===== src/rtl/slv_reset_sequencer.sv =====
// Isolates a guarded slave on a guard reset request, drains responses, pulses its reset, then clears the guards.
// Every output is registered. Optional SLV_RESET_STATS_EN adds a saturating reset_cnt_o sequence counter.
// mst_req_i = {r_ready, b_ready}; slv_rsp_i = {r_valid, b_valid}.
module slv_reset_sequencer #(
    parameter int HoldCntWidth   = 16,
    parameter int MaxQuietCycles = 256,
    parameter int RecoverCycles  = 8
) (
    input  logic                    clk_i,
    input  logic                    rst_ni,
    input  logic                    wr_reset_req_i,
    input  logic                    rd_reset_req_i,
    input  logic [1:0]              mst_req_i,
    input  logic [1:0]              slv_rsp_i,
    input  logic [HoldCntWidth-1:0] rst_hold_cycles_i,
    output logic                    isolate_o,
    output logic                    slv_rst_no,
    output logic                    reset_clear_o,
    output logic                    busy_o,
`ifdef SLV_RESET_STATS_EN
    output logic [7:0]              reset_cnt_o,
`endif
    output logic                    timeout_o
);

    localparam int QW = $clog2(MaxQuietCycles + 1);
    localparam int RW = $clog2(RecoverCycles + 1);
    localparam logic [QW-1:0] QLast = QW'(MaxQuietCycles - 1);
    localparam logic [RW-1:0] RLoad = RW'(RecoverCycles - 1);

    typedef enum logic [2:0] {
        IDLE, ISOLATE, HOLD, RECOVER, CLEAR, WAIT
    } state_t;

    state_t                  state_q, state_d;
    logic [QW-1:0]           qcnt_q, qcnt_d;
    logic [HoldCntWidth-1:0] hcnt_q, hcnt_d;
    logic [RW-1:0]           rcnt_q, rcnt_d;
    logic                    isolate_q, isolate_d;
    logic                    slv_rst_n_q, slv_rst_n_d;
    logic                    clear_q, clear_d;
    logic                    busy_q, busy_d;
    logic                    timeout_q, timeout_d;
    logic                    req, quiet;

    assign req   = wr_reset_req_i | rd_reset_req_i;
    assign quiet = !(slv_rsp_i[0] & !mst_req_i[0]) & !(slv_rsp_i[1] & !mst_req_i[1]);

    always_comb begin
        state_d   = state_q;
        qcnt_d    = qcnt_q;
        hcnt_d    = hcnt_q;
        rcnt_d    = rcnt_q;
        timeout_d = 1'b0;
        case (state_q)
            IDLE: begin
                qcnt_d = '0;
                if (req) state_d = ISOLATE;
            end
            ISOLATE: begin
                qcnt_d = qcnt_q + QW'(1);
                // Hold length is frozen here; a hold of 0 behaves as 1 cycle.
                hcnt_d = (rst_hold_cycles_i == '0) ? '0 : rst_hold_cycles_i - HoldCntWidth'(1);
                if (quiet) begin
                    state_d = HOLD;
                end else if (qcnt_q == QLast) begin
                    state_d   = HOLD;
                    timeout_d = 1'b1;
                end
            end
            HOLD: begin
                if (hcnt_q == '0) begin
                    state_d = RECOVER;
                    rcnt_d  = RLoad;
                end else begin
                    hcnt_d = hcnt_q - HoldCntWidth'(1);
                end
            end
            RECOVER: begin
                if (rcnt_q == '0) state_d = CLEAR;
                else              rcnt_d  = rcnt_q - RW'(1);
            end
            CLEAR:   state_d = WAIT;
            WAIT:    if (!req) state_d = IDLE;
            default: state_d = IDLE;
        endcase
        isolate_d   = (state_d != IDLE);
        busy_d      = (state_d != IDLE);
        slv_rst_n_d = (state_d != HOLD);
        clear_d     = (state_d == CLEAR);
    end

`ifdef SLV_RESET_STATS_EN
    logic [7:0] reset_cnt_q, reset_cnt_d;

    always_comb begin
        reset_cnt_d = reset_cnt_q;
        if (state_d == CLEAR && state_q != CLEAR && reset_cnt_q != 8'hff)
            reset_cnt_d = reset_cnt_q + 8'd1;
    end

    always_ff @(posedge clk_i) begin
        if (!rst_ni) reset_cnt_q <= '0;
        else         reset_cnt_q <= reset_cnt_d;
    end

    assign reset_cnt_o = reset_cnt_q;
`endif

    always_ff @(posedge clk_i) begin
        if (!rst_ni) begin
            state_q     <= IDLE;
            qcnt_q      <= '0;
            hcnt_q      <= '0;
            rcnt_q      <= '0;
            isolate_q   <= 1'b0;
            slv_rst_n_q <= 1'b1;
            clear_q     <= 1'b0;
            busy_q      <= 1'b0;
            timeout_q   <= 1'b0;
        end else begin
            state_q     <= state_d;
            qcnt_q      <= qcnt_d;
            hcnt_q      <= hcnt_d;
            rcnt_q      <= rcnt_d;
            isolate_q   <= isolate_d;
            slv_rst_n_q <= slv_rst_n_d;
            clear_q     <= clear_d;
            busy_q      <= busy_d;
            timeout_q   <= timeout_d;
        end
    end

    assign isolate_o     = isolate_q;
    assign slv_rst_no    = slv_rst_n_q;
    assign reset_clear_o = clear_q;
    assign busy_o        = busy_q;
    assign timeout_o     = timeout_q;

endmodule


===== config.mk =====
export PLATFORM = sky130hd
export DESIGN_NAME = slv_reset_sequencer
export DESIGN_NICKNAME = d
export VERILOG_FILES = /design/src/rtl/slv_reset_sequencer.sv
export SDC_FILE = /design/constraint.sdc
export NUM_CORES = 1
export LEC_CHECK = 0
export ABC_AREA = 1
export BUFFER_PORTS_ARGS = -buffer_cell sky130_fd_sc_hd__clkbuf_2
export CORE_MARGIN = 2
export CORE_UTILIZATION = 47
export DETAILED_ROUTE_END_ITERATION = 8
export PLACE_DENSITY = 0.66
export SLEW_MARGIN = 20
export SYNTH_ARGS = -nofsm -noshare
export SYNTH_HDL_FRONTEND = slang
export SYNTH_SLANG_ARGS = --single-unit
export TNS_END_PERCENT = 50

===== constraint.sdc =====
create_clock -name clk_i -period 1.9 [get_ports clk_i]
set_clock_uncertainty 0.1 [all_clocks]
set_input_delay 0.285 -clock clk_i [delete_from_list [all_inputs] [get_ports clk_i]]
set_output_delay 0.285 -clock clk_i [all_outputs]
set_load 0.005 [all_outputs]

**Yosys cells after proc, flatten, opt, wreduce, memory -nomap -nowiden**

Cells that the tools add are included.

- Flip-flop bits (word level): 36
- Input port bits: 24
- Word-level logic and storage cells: 59

- Add/sub/neg operators: 4
- Equality and inequality tests: 11
- Muxes and demuxes: 15
- Bitwise logic cells: 6
- Reductions and logical operators: 15

Operators with widths:

| cell | number |
|---|---|
| $logic_not 16->1 | 2 |
| $mux 16 | 2 |
| $pmux 16 s2 | 1 |
| $sub 16x1->16 const B | 2 |
| $mux 3 | 6 |
| $pmux 3 s6 | 1 |
| $pmux 9 s2 | 1 |
| $add 9x1->9 const B | 1 |
| $eq 3x3->1 const B | 3 |
| $eq 9x8->1 const B | 1 |
| $mux 4 | 2 |
| $pmux 4 s2 | 1 |
| $eq 3x2->1 const B | 2 |
| $ne 2x2->1 const B | 3 |
| $reduce_bool 2->1 | 3 |
| $logic_not 1->1 | 4 |
| $logic_not 4->1 | 1 |
| $sub 4x1->4 const B | 1 |
| $and 1x1->1 | 3 |
| $eq 3x1->1 const B | 1 |
| $logic_not 3->1 | 1 |
| $ne 3x2->1 const B | 1 |
| $reduce_and 3->1 | 1 |
| $reduce_bool 3->1 | 1 |
| other kinds (5) | 6 |

**Logic depth before layout (Yosys ltp)**

- Depth in word-level cells: 7
- Depth in mapped cells: 14

**Worst setup path after synthesis**

Ideal clock, no wire load.

- Path kind: reg-to-reg
- Start point: register qcnt_q[0]
- End point: register busy_q (netlist: busy_o)
- Library setup time: 112 ps
- Arrival time: 1532 ps
- Required time: 1688 ps
- Path slack: 156 ps
- Cell stages (with the launch flop): 14
- Period minus slack after synthesis: 1744 ps
- Cells stage by stage: dfxtp_1 ha_1 nand3_1 nor2_1 nand3_1 nor2_1 ha_1 inv_1 nand3_2 nand2_1 nor2_2 nand3_2 nand2_1 nand2_1

- Cells in the longest elaborated chain, start to end: 5

RTL lines:

| element | RTL line | RTL |
|---|---|---|
| from (decl) | 36 | `logic [QW-1:0] qcnt_q, qcnt_d;` |
| from (signal assigned) | 123 | `qcnt_q <= qcnt_d;` |
| $eq 9x8->1 | 66 | `end else if (qcnt_q == QLast) begin` |
| $mux 3 | 66 |  |
| $mux 3 | 64 | `if (quiet) begin` |
| $pmux 3 s6 | 55 | `case (state_q)` |
| $reduce_bool 3->1 | 88 | `busy_d = (state_d != IDLE);` |
| to (signal assigned) | 129 | `busy_q <= busy_d;` |
| to (decl) | 42 | `logic busy_q, busy_d;` |

No other way between the ends.
A chain may end at the register's enable or synchronous reset.

**Worst setup path in the final report**

Same ends and word-level chain as after synthesis.

==> out/metrics.cfg <==
[sta]
hold_violations=0
fin_setup_tns_ns=0
setup_ws_ns=0.08576
finalSetupViolCount=0
slew-limit-headroom=0.6190
post-route-period-util=0.9549
worst_pin_slew_ns=0.5709
slew_viol_final=0
rsz0062_at_grt=true
layout_min_cycle_time_ns=1.814
max_freq_ghz=0.5512

[finish]
utilization=0.5432
antenna_cells=0
layout.cells.non_filler=542
fin_nets=496
drive_gt1_frac=0.2206
syn2layout_area_growth_pct=13.23
fillerInstances=607
fin_area_um2=3159

[critical_path]
worstPathRequired_ns=1.99
cp-startpoint=qcnt_q[0]$_SDFFE_PN0P_
worst_ep_arrival_time_ns=1.91
cpMostUsedCell=nand3_2
timing.rr.start=qcnt_q[0]$_SDFFE_PN0P_
worst-path-max-fanout=4
path_cells=ha_4 > nand3_2 > nor2_4 > nand3_2 > nor2_2 > ha_1 > inv_1 > nand3_2 > nand2_1 > nor2_4 > nand3_2 > nand2_1 > nand2_1
startpoint_type=register
endpoint_kind=register
cp_slowest_stage_delay_ns=0.38
crit_slowest_cell=dfxtp_4
critPathBufInv=1
crit_family=simple AND/OR/NAND/NOR gates
path_class=register to register

[pwr]
peakVddDrop_v=0.0003905
power_density_nw_per_um2=994.0
power.leakage_nw=1.506

[yosys]
synth.area.top_cells=dfxtp_1 (26%), nand2_1 (14%), nand3_1 (9.0%)
synth.distinct_cells=38
synth_edf_count=0
postSynthCellCount=436
ys_ff_latch=36
syn_area_um2=2790
yosysWarnings=0
synth.top_cells.by_count=nand2_1 (105), inv_1 (63), nor2_1 (57), nand3_1 (50), dfxtp_1 (36)
synth_top_cell_by_area=dfxtp_1
synth-seq-area-share=0.2583
async_flop_share=0
syn_nets=466
yosysTopAreaCellShare=0.2583
synth_flop_cell=dfxtp_1
syn_avg_cell_area_um2=6.399
synth_most_common_cell=nand2_1

[floorplanning]
die_w_um=81.05
dieArea_um2=6569
rows=28
ios=29
die_y_um=81.05
start_util=0.4798
coreArea_um2=5816

[clocking]
cts_sinks=36
htree_num_levels=2
clk_path_buf_depth=2
cts_hold_buf=0
cts_root_buf=clkbuf_8
clk_latency_ns=0.29
cts_tree=built
cts_made_buffers=5
clkTransAtPathRegs_ns=0.08

[route]
wl_per_cell_um=11.04
wl_um=5984
drt_iter0_markers=91
drcViolationCount=0
postRouteAntennaNets=0
vias=2652
via_per_inst=4.893
dr.pass1.iters=4

[status]
status=completed

[worst_hold_path]
hp-class=input port to register
min-delay-start=rst_hold_cycles_i[0]

[job]
drv_cap=0

[placed_design]
gp_congestion=0.7907
numPortBuffers=28
dp_cells=533
hpwl_um=4502
placed_area_um2=2972
pre_cts_ws_ns=0.01619

[grt]
grt_pass1_vias=2407
grt-ovfl-total=0
antenna_found_initial=0
grt_use_total=0.1934
grt_pass1_wl_um=10090
grt_max_degree=22

[metrics by stage]
stage / hold slack (ns) / total power, mW
6_report: 0.2123 / 3.140
5_1_grt: 0.2431 / 3.397
4_1_cts: 0.2131 / 3.138
3_5_place_dp: 0.3830 / 2.380
3_3_place_gp: 0.3728 / 2.355
2_1_floorplan: 0.3613 / 2.166
[report_power, final]
group | switching (mW) | leakage [nW] | total, mW | internal [mW]
Clock | 0.286 | 0.0645 | 0.749 | 0.463
Combinational | 0.887 | 1.15 | 1.39 | 0.498
Sequential | 0.133 | 0.296 | 1.01 | 0.873
Total | 1.31 | 1.51 | 3.14 | 1.83
[path summary, 6_finish.rpt]
check / endpoint / slack, ns / depth (start not counted)
setup / recovery: busy_o$_SDFF_PN0_ / 0.09 / 13
hold / removal: hcnt_q[0]$_SDFFE_PN0P_ / 0.21 / 4
setup reg to reg: busy_o$_SDFF_PN0_ / 0.09 / 13
hold reg to reg: qcnt_q[0]$_SDFFE_PN0P_ / 0.39 / 1
[flip-flops by register name, indices dropped and copies added (netlist names)]
| signal | cells |
|---|---|
| reset_clear_o | 1 |
| busy_o | 1 |
| state_q | 3 |
| timeout_o | 1 |
| rcnt_q | 4 |
| qcnt_q | 9 |
| hcnt_q | 16 |
| slv_rst_no | 1 |
[logic make-up after synthesis]
logic type,count (synthesis),synth area share
xor gates and xnor gates,8,0.02511
AOI/OAI and AO/OA,49,0.1130
DFF,36,0.2583
adders and majority gates,6,0.02691
buffers and inverters,82,0.1305
and+or+nand+nor,255,0.4462
[layer usage]
| layer | vias up | global-route usage | wire [um] |
|---|---|---|---|
| li1 | 1432 | - | - |
| met3 | 7 | 0.03111 | 186 |
| met4 | 0 | 0.06441 | 104 |
| met5 | - | 0 | 0 |
| met2 | 45 | 0.3529 | 2829 |
| met1 | 1168 | 0.2290 | 2864 |
[placed cells by master (no fill, tap or decap), types with 5 or more instances in the layout]
cell,count
xor2_1,7
nand3_1,48
o21ai_0,8
o21ai_1,13
ha_1,5
a21oi_1,10
nand2_1,104
clkbuf_2,28
nor2_1,55
clkbuf_8,7
inv_1,63
inv_2,6
dfxtp_1,34
nor2_4,8
nor2_2,14
nand2_2,5
[area by class of cell]
type / instances / area (um2) / area share
clock buffers: 7 / 96.34 / 0.03050
repair buffers: 32 / 170.2 / 0.05386
inverters: 73 / 289.0 / 0.09149
flip-flops and latches: 36 / 725.7 / 0.2297
well taps: 75 / 93.84 / 0.02970
multi-input cells: 318 / 1754 / 0.5552
clock inverters: 1 / 30.03 / 0.009505
[timing repair]
action	4_1_cts	5_1_grt
setup buffers	0	1
setup endpoints to repair	0	17
resized for setup	0	13
[worst register-to-register path, delay by kind of cell (launching register included)]
family                   cells  cell delay (ns)
flip-flops                   1             0.38
buffers and inverters        1             0.06
AND/OR/NAND/NOR             10             0.89
adder cells (fa/ha/maj)      2             0.28
Note: power is estimated with default switching activity, not from simulation.
